**config.mk**
```make
export PLATFORM = sky130hd
export DESIGN_NAME = mono_data_rx_multi
export DESIGN_NICKNAME = d
export VERILOG_FILES = /design/src/rtl/mono_data_rx_multi.sv
export SDC_FILE = /design/constraint.sdc
export NUM_CORES = 1
export LEC_CHECK = 0
export ABC_AREA = 0
export CORE_MARGIN = 1.5
export CORE_UTILIZATION = 55
export CTS_BUF_LIST = sky130_fd_sc_hd__clkbuf_8
export DETAILED_ROUTE_END_ITERATION = 7
export HOLD_SLACK_MARGIN = 0.15
export PLACE_DENSITY = 0.73
export SETUP_SLACK_MARGIN = 0.5
export SYNTH_ARGS = -nofsm -noshare
export SYNTH_HDL_FRONTEND = slang
export SYNTH_SLANG_ARGS = --single-unit
```
**constraint.sdc**
```tcl
create_clock -name CLK_BX -period 6.73 [get_ports CLK_BX]
set_clock_uncertainty 0.2 [all_clocks]
set_input_delay 1.6825 -clock CLK_BX [delete_from_list [all_inputs] [get_ports CLK_BX]]
set_output_delay 1.6825 -clock CLK_BX [all_outputs]
set_load 0.1 [all_outputs]
```
**src/rtl/mono_data_rx_multi.sv**
```systemverilog
// Multi-channel serial hit receiver: round-robin token arbitration, freeze/read/shift
// sequencing per channel, optional gray decode of timestamps, FWFT output FIFO.
module mono_data_rx_multi #(
  parameter int NCH    = 4,
  parameter int DWIDTH = 30,
  parameter int TSW    = 8,
  parameter int DEPTH  = 16,
  localparam int CHW   = (NCH > 1) ? $clog2(NCH) : 1
) (
  input  logic                  CLK_BX,
  input  logic                  RST_N,
  input  logic [NCH-1:0]        CONF_EN,
  input  logic                  CONF_GRAY_DIS,
  input  logic [7:0]            CONF_FREEZE_DLY,
  input  logic [7:0]            CONF_READ_LEN,
  input  logic [NCH-1:0]        RX_TOKEN,
  input  logic [NCH-1:0]        RX_DATA,
  output logic [NCH-1:0]        RX_READ,
  output logic [NCH-1:0]        RX_FREEZE,
  output logic                  OUT_VALID,
  input  logic                  OUT_READY,
  output logic [CHW+DWIDTH-1:0] OUT_DATA,
  output logic [7:0]            LOST_CNT,
  output logic                  BUSY
);

  localparam int CNTW = ($clog2(DWIDTH) > 8) ? $clog2(DWIDTH) : 8;
  localparam int AW   = $clog2(DEPTH);
  localparam int RCW  = DWIDTH - 2 * TSW;
  localparam int OW   = CHW + DWIDTH;

  typedef enum logic [2:0] {IDLE, FREEZE, READ, SHIFT, STORE} state_t;

  state_t            state_reg, state_next;
  logic [CNTW-1:0]   cnt_reg, cnt_next;
  logic [CHW-1:0]    sel_reg, sel_next;
  logic [CHW-1:0]    ptr_reg, ptr_next;
  logic [DWIDTH-1:0] shift_reg, shift_next;
  logic [NCH-1:0]    read_reg, freeze_reg;
  logic [NCH-1:0]    elig, sel_onehot;
  logic              elig_any;
  logic [CHW-1:0]    elig_sel;

  logic [OW-1:0]     mem [DEPTH];
  logic [AW:0]       wr_ptr_reg, rd_ptr_reg, fill;
  logic [7:0]        lost_reg;
  logic              fifo_full, do_pop, do_push, store_now;
  logic [DWIDTH-1:0] word_dec;

  // A programmed length of zero still spends one cycle in the state.
  function automatic logic [CNTW-1:0] len_m1(input logic [7:0] v);
    return (v == 8'd0) ? '0 : CNTW'(v - 8'd1);
  endfunction

  function automatic logic [TSW-1:0] gray2bin(input logic [TSW-1:0] g);
    logic [TSW-1:0] b;
    b[TSW-1] = g[TSW-1];
    for (int k = TSW - 2; k >= 0; k--) b[k] = b[k+1] ^ g[k];
    return b;
  endfunction

  assign elig       = RX_TOKEN & CONF_EN;
  assign sel_onehot = NCH'(1) << sel_reg;

  // Rotate eligibility so bit 0 corresponds to ptr, then take the first set bit.
  always_comb begin : rr_arb
    logic [2*NCH-1:0] dbl;
    logic [CHW:0]     pos;
    dbl      = {elig, elig} >> ptr_reg;
    pos      = '0;
    elig_any = 1'b0;
    elig_sel = '0;
    for (int k = 0; k < NCH; k++) begin
      if (!elig_any && dbl[k]) begin
        elig_any = 1'b1;
        pos      = {1'b0, ptr_reg} + (CHW+1)'(k);
        if (pos >= (CHW+1)'(NCH)) pos = pos - (CHW+1)'(NCH);
        elig_sel = pos[CHW-1:0];
      end
    end
  end

  always_comb begin
    state_next = state_reg;
    cnt_next   = cnt_reg;
    sel_next   = sel_reg;
    ptr_next   = ptr_reg;
    shift_next = shift_reg;
    case (state_reg)
      IDLE: begin
        if (elig_any) begin
          state_next = FREEZE;
          sel_next   = elig_sel;
          cnt_next   = len_m1(CONF_FREEZE_DLY);
        end
      end
      FREEZE: begin
        if (cnt_reg == '0) begin
          state_next = READ;
          cnt_next   = len_m1(CONF_READ_LEN);
        end else begin
          cnt_next = cnt_reg - CNTW'(1);
        end
      end
      READ: begin
        if (cnt_reg == '0) begin
          state_next = SHIFT;
          cnt_next   = CNTW'(DWIDTH - 1);
        end else begin
          cnt_next = cnt_reg - CNTW'(1);
        end
      end
      SHIFT: begin
        shift_next = {shift_reg[DWIDTH-2:0], RX_DATA[sel_reg]};
        if (cnt_reg == '0) state_next = STORE;
        else cnt_next = cnt_reg - CNTW'(1);
      end
      STORE: begin
        state_next = IDLE;
        ptr_next   = (sel_reg == CHW'(NCH - 1)) ? '0 : sel_reg + CHW'(1);
      end
      default: state_next = IDLE;
    endcase
  end

  always_ff @(posedge CLK_BX or negedge RST_N) begin
    if (!RST_N) begin
      state_reg  <= IDLE;
      cnt_reg    <= '0;
      sel_reg    <= '0;
      ptr_reg    <= '0;
      shift_reg  <= '0;
      read_reg   <= '0;
      freeze_reg <= '0;
    end else begin
      state_reg  <= state_next;
      cnt_reg    <= cnt_next;
      sel_reg    <= sel_next;
      ptr_reg    <= ptr_next;
      shift_reg  <= shift_next;
      read_reg   <= (state_reg == READ) ? sel_onehot : '0;
      freeze_reg <= (state_reg != IDLE) ? sel_onehot : '0;
    end
  end

  assign word_dec = CONF_GRAY_DIS ? shift_reg :
                    {gray2bin(shift_reg[DWIDTH-1 -: TSW]),
                     gray2bin(shift_reg[DWIDTH-TSW-1 -: TSW]),
                     shift_reg[RCW-1:0]};

  // A pop in the same cycle frees the slot, so a full FIFO can still accept.
  assign fill      = wr_ptr_reg - rd_ptr_reg;
  assign fifo_full = (fill == (AW+1)'(DEPTH));
  assign OUT_VALID = (fill != '0);
  assign do_pop    = OUT_VALID & OUT_READY;
  assign store_now = (state_reg == STORE);
  assign do_push   = store_now & (~fifo_full | do_pop);

  always_ff @(posedge CLK_BX) begin
    if (do_push) mem[wr_ptr_reg[AW-1:0]] <= {sel_reg, word_dec};
  end

  always_ff @(posedge CLK_BX or negedge RST_N) begin
    if (!RST_N) begin
      wr_ptr_reg <= '0;
      rd_ptr_reg <= '0;
      lost_reg   <= '0;
    end else begin
      if (do_push) wr_ptr_reg <= wr_ptr_reg + (AW+1)'(1);
      if (do_pop)  rd_ptr_reg <= rd_ptr_reg + (AW+1)'(1);
      if (store_now && !do_push && lost_reg != 8'hFF) lost_reg <= lost_reg + 8'd1;
    end
  end

  assign OUT_DATA  = mem[rd_ptr_reg[AW-1:0]];
  assign LOST_CNT  = lost_reg;
  assign RX_READ   = read_reg;
  assign RX_FREEZE = freeze_reg;
  assign BUSY      = (state_reg != IDLE);

endmodule
```
Word level (Yosys, flattened, before mapping)
Memory sizes are Yosys's and may differ from the RTL's.
Index checks and enable logic that the tools add are counted.
W data, S select, Z words.
{ "totals": {"inputBits": 32, "output_inout_bits": 50, "mem_bits_rw": 512, "n_memories": 1, "register_bits": 71} }
{ "classes": {"shifts": 2, "bitwise_logic": 19, "n_lt_le_gt_ge": 5, "add_sub_neg": 15, "eq_ne": 12, "muxes": 32, "n_reduce_logical": 19} }
{ "memory_table": {"columns": ["memory", "words", "word_bits", "rd", "rd_clocked_by_memory_dff", "wr", "line_no", "text"], "rows": [
  ["mem", 16, 32, 1, 0, 1, "44", "logic [OW-1:0] mem [DEPTH];"]
]} }
{ "ops": {"columns": ["operator", "count"], "rows": [
  ["$mux W8", 6],
  ["$pmux W8 S4", 1],
  ["$mux W29", 1],
  ["$logic_not A8 Y1", 3],
  ["$sub A8 B1 Y8 const B", 3],
  ["$mux W2", 9],
  ["$xor A1 B1 Y1", 14],
  ["$mux W3", 4],
  ["$pmux W3 S4", 1],
  ["$add A5 B1 Y5 const B", 2],
  ["$ne A2 B2 Y1 const B", 5],
  ["$ge A3 B3 Y1 const B", 3],
  ["$add A8 B1 Y8 const B", 1],
  ["$mux W4", 2],
  ["$ne A8 B8 Y1 const B", 1],
  ["$shr A8 B2 Y4", 1],
  ["$sub A2 B1 Y2 const B", 4],
  ["$mux W1", 7],
  ["$add A2 B2 Y3 const B", 2],
  ["$eq A3 B2 Y1 const B", 2],
  ["$eq A5 B5 Y1 const B", 1],
  ["$logic_and A1 B1 Y1", 5],
  ["$reduce_bool A5 Y1", 1],
  ["$sub A5 B5 Y5", 1],
  ["20 further kinds", 24]
]} }

Logic depth before layout (Yosys ltp)
Gate-level depths: netlist of run 1.
{ "logic_depth": {"ltp_word": 14, "ltp_mapped": 12, "depth_no_buf": 8} }

Least setup slack after synthesis of run 1
OpenSTA, ideal clock, no wires.
{ "synth_timing": {"path_kind": "register to register", "from": "reg rd_ptr_reg[1]", "to": "mem mem[3][0] (netlist bit), enable pin", "t_required_ns": 6.069, "setup_slack_ns": 1.449, "t_arrival_ns": 4.620, "path_buffers": 4, "path_stages_with_launch": 13, "path_cell_list": "dfrtp_1 clkbuf_1 clkbuf_1 clkbuf_1 inv_1 ha_1 nor2b_1 o21a_1 o21ai_0 a2111o_1 buf_6 nand3_1 nor3_1"} }
{ "synth_via": {"elab_chain_cells": 7, "word_cells_on_any_way": 9} }
{ "synth_rtl": {"columns": ["item", "line_no", "text"], "rows": [
  ["start: declaration", "45", "logic [AW:0] wr_ptr_reg, rd_ptr_reg, fill;"],
  ["start signal: assignment", "170", "if (do_pop) rd_ptr_reg <= rd_ptr_reg + (AW+1)'(1);"],
  ["$sub A5 B5 Y5 *", "152", "assign fill = wr_ptr_reg - rd_ptr_reg;"],
  ["$reduce_bool A5 Y1 / $eq A5 B5 Y1 (equally long branches)", "154, 153", null],
  ["$and A1 B1 Y1 / $not A1 Y1 (equally long branches)", "155, 157", null],
  ["$or A1 B1 Y1 *", "157", "assign do_push = store_now & (~fifo_full | do_pop);"],
  ["$and A1 B1 Y1 *", "157", null],
  ["$mux W1 *", "160", "if (do_push) mem[wr_ptr_reg[AW-1:0]] <= {sel_reg, word_dec};"],
  ["$mux W1 (implied by the code) *", "160", null],
  ["end: declaration", "44", null]
]} }
Every way passes the cells marked *; elsewhere a longest branch is shown, timed or not.

Worst setup path after layout of run 1
{ "layout_timing": {"from": "reg rd_ptr_reg[0]", "to": "out OUT_DATA[16]"} }
{ "layout_via": {"elab_chain_cells": 1} }
{ "layout_rtl": {"columns": ["item", "line_no", "text"], "rows": [
  ["$mem_v2 Z16 W32", null, null],
  ["end: declaration", "22", "output logic [CHW+DWIDTH-1:0] OUT_DATA,"]
]} }
No other way between the ends.

==> out/metrics.csv, run 1 <==
metric;value;unit
cts_tree;done;
die_h;209;um
cts.sinks;583;
ys_seq_area_share;73.3;%
setup_violations;0;
p_leak;0.00931;uW
groute.usage.overall;22.6;%
fmax;170;MHz
grt_pass1_wl;72.3;mm
synth-edff-count;512;
ys_types;51;
nets;1337;
synth-main-ff-cell;edfxtp_1;
critPathArrivalTime;4000;ps
fp.dieArea;43800;sq um
slew_headroom;25.4;%
grt_pass1_vias;12041;
die_w;209;um
core_area;41900;sq um
area.growth.synth_to_final;14.4;%
design_area;26800;sq um
slew_viol_final;0;
syn_avg_cell_area;20.6;sq um
multi_input_comb_area;6070;sq um
cts_buffers;92;
wl;47.3;mm
sw_frac_of_total;36.8;%
min_period_over_period;87.4;%
clkLatencyLatePin;640;ps
syn_area;23400;sq um
vias_per_cell;6.04;
tightest_slew;1110;ps
layout.area.seq;17200;sq um
status;finished, final reports clean;
vias;11464;
finalWorstPathRequiredPeriod;5880;ps
ctsHtreeMaxLevel;3;
synth.net_count;1185;
criticalPathCategory;reg -> out;
avgRoutedWirePerCell;25.0;um
finalHoldViolations;0;
maxCapViolCount;0;
crit_fanout;36;
postCtsHoldBufs;0;
required;4850;ps
start_util;55.8;%
largest_reg_flops;512;
route.detailed.drc;0;
ys_top_cells_by_area;edfxtp_1 66%, mux4_2 16%, dfrtp_1 7.6%;
dr.pass1.iters;4;
antenna_found_initial;0;
ys_ff_latch;583;
fin_setup_tns;0;ps
clkTransAtPathRegs;60;ps
hpwlAfterDp;25.5;mm
fin_util;63.8;%
dpl_cell_area;25100;sq um
drt_iter0_drc;1024;
ctsLongestPathBuffers;3;
overflow;0;
yosys_warnings;0;
clkPwrFrac;24.4;%
power_frac_comb;35.1;%
hold_path.class;reg -> reg;
port_buffers;81;
p_seq_share;40.5;%
grt_max_degree;109;
cts_root_buffer;clkbuf_8;
ir_worst_vdd;0.000355;V
synthCells;1133;
synth_commonest_cells;512 x edfxtp_1, 161 x mux4_2, 71 x dfrtp_1;
rows;75;
detail-route-antenna-nets;0;
yosysTopAreaCell;edfxtp_1;
switching_power;4180;uW
diodes;0;
synth_top_area_share;65.7;%
end_kind;primary output;
p_per_area;424;nW/um^2
yosysMostFrequentCell;edfxtp_1;
io_pins;82;
place.gp.congestion;0.818;
fillers;2775;
synthArstFlopShare;12.2;%
post_cts_buffers;0;
intPower;7170;uW
critPathLaunchType;register;
drive_above_1_share;26.8;%
cts-resized-gates;0;
rsz0062_at_grt;false;
-- cells in the final DEF (no fill, tap or decap), drive strengths merged, types with 2 or more instances in the layout --
cell type / n
xnor3: 2
buf: 28
and3: 3
bufinv: 3
o211ai: 3
a211oi: 3
clkinv: 33
or3: 2
nand2: 24
a31oi: 2
edfxtp: 512
inv: 55
nor3: 16
clkdlybuf4s50: 80
o32ai: 2
nand4: 2
nor2: 46
mux4: 161
mux2: 36
xor2: 32
clkinvlp: 2
o21ai: 14
nand3b: 3
dfrtp: 71
nor2b: 8
and2: 7
o22ai: 6
xnor2: 22
nor3b: 5
clkbuf: 95
ha: 20
xor3: 2
nor4: 9
mux2i: 2
a21oi: 11
nand2b: 6
nand3: 15
o21a: 3
-- routing by layer --
layer,routed length [um],GRT usage [%]
met1,19500,30.9
met5,0,0
met3,2910,3.59
met4,809,6.72
met2,24100,38.0
-- stage by stage --
| stage | cells | hold WS (ps) | setup slack, ps | total power, uW |
|---|---|---|---|---|
| 3_5_place_dp | 1730 | 297 | 1420 | 8700 |
| 5_1_grt | 1897 | 324 | 647 | 11800 |
| 2_1_floorplan | 1133 | 278 | 1450 | 7740 |
| 6_report | 1897 | 306 | 845 | 11300 |
| 4_1_cts | 1897 | 309 | 734 | 11400 |
| 3_3_place_gp | 1730 | 289 | 1460 | 8650 |
-- final cells by class --
type	count	share of cell area, %
Sequential cell	583	64.1
Timing Repair Buffer	108	4.01
Inverter	21	0.295
Tap cell	539	2.52
Clock buffer	95	4.89
Clock inverter	72	1.45
Multi-Input combinational cell	479	22.7
-- cell families after synthesis --
logic type	Yosys count	synth area share, %
fa+ha+maj	20	1.07
simple gates	151	3.28
xor+xnor	58	2.45
compound gates	51	1.39
buf+inv	71	1.17
flops	583	73.3
mux	199	17.3
-- path summary, 6_finish.rpt --
path | cells after the start | start | slack (ps) | endpoint
min reg2reg | 1 | LOST_CNT[6] | 310 | LOST_CNT[6]
max in group asynchronous | 2 | RST_N | 4570 | rd_ptr_reg[0]
min | 1 | LOST_CNT[6] | 310 | LOST_CNT[6]
min in group asynchronous | 1 | RST_N | 790 | shift_reg[23]
max | 4 | rd_ptr_reg[0] | 850 | OUT_DATA[16]
max reg2reg | 8 | rd_ptr_reg[0] | 2320 | mem[12][2]
-- power by group through the flow --
stage	sequential [uW]	combinational [uW]	clock [uW]
2_1_floorplan	4560	3180	0
3_3_place_gp	4650	4000	0
3_5_place_dp	4670	4020	0
4_1_cts	4600	4030	2820
5_1_grt	4650	4160	2970
6_report	4600	3980	2760
-- critical path, stage by stage, from the launching register on --
cell and delay (ps):
dfrtp_4 930, buf_4 390, mux4_2 550, mux4_2 500, clkdlybuf4s50_1 980
Power figures use the tool's default switching activity.
==> run 2, diff against run 1 <==
--- a/config.mk
+++ b/config.mk
@@ -6,7 +6,6 @@
 export NUM_CORES = 1
 export LEC_CHECK = 0
 export ABC_AREA = 0
-export CORE_MARGIN = 1.5
 export CORE_UTILIZATION = 55
 export CTS_BUF_LIST = sky130_fd_sc_hd__clkbuf_8
 export DETAILED_ROUTE_END_ITERATION = 7
==> run 2 against run 1 <==
Effect of this change:
- wire length is 0.70% lower
- worst setup slack better by 27 ps
- global-route usage about the same
- flip-flop and latch count stayed put
- combinational power hardly changed
- clock power rose by 3%
- sequential share of layout area hardly changed
- largest power group unchanged
==> out/metrics.csv, run 2 (synthesis gave the netlist of run 1 again) <==
metric;value;unit;change
largest_reg_flops;512;;unchanged
area.growth.synth_to_final;14.4;%;about the same
grt_max_degree;102;;-6.4%
p_seq_share;40.0;%;-0.5 points
setup_violations;0;;unchanged
switching_power;4180;uW;+0.18%
critPathArrivalTime;3970;ps;-30 ps
clkTransAtPathRegs;60;ps;about the same
clkLatencyLatePin;650;ps;about the same
start_util;55.8;%;unchanged
required;4850;ps;about the same
multi_input_comb_area;6070;sq um;unchanged
p_per_area;426;nW/um^2;+0.44%
clkPwrFrac;25.0;%;+0.6 points
wl;47.0;mm;-0.70%
drt_iter0_drc;1015;;-0.88%
worst-path-stages;4;;unchanged
place.gp.congestion;0.809;;-0.99%
ff2ff_path_depth;8;;unchanged
hold_path.class;reg -> reg;;
sw_frac_of_total;36.7;%;-0.12 points
rsz0062_at_grt;false;;
finalWorstPathRequiredPeriod;5860;ps;-27.3 ps
crit_family;buffers and inverters;;
port_buffers;81;;unchanged
p_leak;0.00929;uW;-0.16%
core_area;41900;sq um;unchanged
fp.dieArea;43400;sq um;-0.95%
slew_headroom;13.5;%;-12 points
cts.sinks;583;;unchanged
crit_fanout;101;;+180%
avgRoutedWirePerCell;24.8;um;-0.49%
final_cell_mix;512 x edfxtp_1, 161 x mux4_2, 94 x clkbuf_8;;
die_h;208;um;-0.48%
nets;1332;;-0.37%
path_cells;buf_12 -> mux4_2 -> mux4_2 -> clkdlybuf4s50_1;;
power_frac_comb;35.0;%;about the same
layout_commonest_cell;edfxtp_1;;
end_kind;primary output;;
tightest_slew;1290;ps;+177 ps
dr.pass1.iters;5;;+1
vias_per_cell;6.04;;-0.12%
finalHoldViolations;0;;unchanged
holdPathStages;1;;unchanged
antenna_found_initial;0;;unchanged
slew_viol_final;0;;unchanged
cts_tree;done;;
path_common_cell;mux4_2;;
detail-route-antenna-nets;0;;unchanged
cts-resized-gates;0;;unchanged
io_pins;82;;unchanged
drive_above_1_share;26.9;%;+0.079 points
postCtsHoldBufs;0;;unchanged
groute.usage.overall;22.6;%;-0.024 points
post_cts_buffers;0;;unchanged
grt_pass1_wl;71.8;mm;-0.74%
fillers;2766;;-0.32%
route.detailed.drc;0;;unchanged
grt_pass1_vias;11879;;-1.3%
die_w;208;um;-0.48%
vias;11426;;-0.33%
cts_buffers;89;;-3.3%
cp_num_buf_inv;2;;unchanged
overflow;0;;unchanged
fmax;171;MHz;+0.47%
ctsLongestPathBuffers;3;;unchanged
fin_setup_tns;0;ps;unchanged
criticalPathCategory;reg -> out;;
critPathLaunchType;register;;
ir_worst_vdd;0.000383;V;+7.8%
intPower;7220;uW;+0.70%
status;finished, final reports clean;;
ctsHtreeMaxLevel;3;;unchanged
cpPeakStageDelay;1000;ps;+20 ps
hpwlAfterDp;25.2;mm;-0.94%
maxCapViolCount;0;;unchanged
crit_slowest_cell;clkdlybuf4s50_1;;
cts_root_buffer;clkbuf_8;;
rows;75;;unchanged
diodes;0;;unchanged
power;11400;uW;+0.51%
min_period_over_period;87.0;%;-0.41 points
layout.area.seq;17200;sq um;unchanged
## run 2: final cells by class
class | instances | share of cell area [%]
Tap cell | 539 | 2.52
Inverter | 21 | 0.294
Clock inverter | 71 | 1.71
Clock buffer | 94 | 4.83
Sequential cell | 583 | 64.1
Timing Repair Buffer | 106 | 3.86
Multi-Input combinational cell | 479 | 22.7
## run 2: through the flow
stage	utilization, %	hold slack (ps)	instance area, sq um	worst slack (ps)	std cells
floorplan	-	278	23400	1450	1133
global placement	59.6	291	25000	1580	1728
detailed placement	59.6	297	25000	1560	1728
CTS	63.8	310	26800	846	1893
global route	63.8	326	26800	738	1893
finish	63.8	309	26800	873	1893
## run 2: worst reg2reg max path, stage by stage (launching register included)
cell	delay, ps
dfrtp_1	410
inv_2	630
ha_1	410
nor2b_1	150
o21ai_0	80
a2111o_1	490
nand3_1	420
nor2_4	790
buf_4	470
## run 2: worst paths after layout
check | startpoint | to | slack, ps
worst min register to register | rd_ptr_reg[3] | rd_ptr_reg[3] | 310
worst max register to register | rd_ptr_reg[3] | mem[6][28] | 2340
worst max-delay path | rd_ptr_reg[1] | OUT_DATA[26] | 870
min in group asynchronous | RST_N | shift_reg[26] | 730
worst min-delay path | rd_ptr_reg[3] | rd_ptr_reg[3] | 310
max in group asynchronous | RST_N | rd_ptr_reg[1] | 4520
## run 2: layer usage
metal | vias to the layer above | part of all wire [%] | track usage, %
met3 | 69 | 6.7 | 4.09
met2 | 421 | 50 | 36.1
met5 | - | 0 | 0
met1 | 5999 | 42 | 31.7
li1 | 4937 | - | -
met4 | 0 | 2.1 | 7.77
## run 2: power groups by stage
stage | Clock [uW] | Combinational (uW) | Sequential, uW
after global routing | 3060 | 4180 | 4600
final | 2850 | 3990 | 4560
after CTS | 2910 | 4040 | 4560
after detailed placement | 0 | 4030 | 4630
after floorplan | 0 | 3180 | 4560
after global placement | 0 | 4000 | 4610
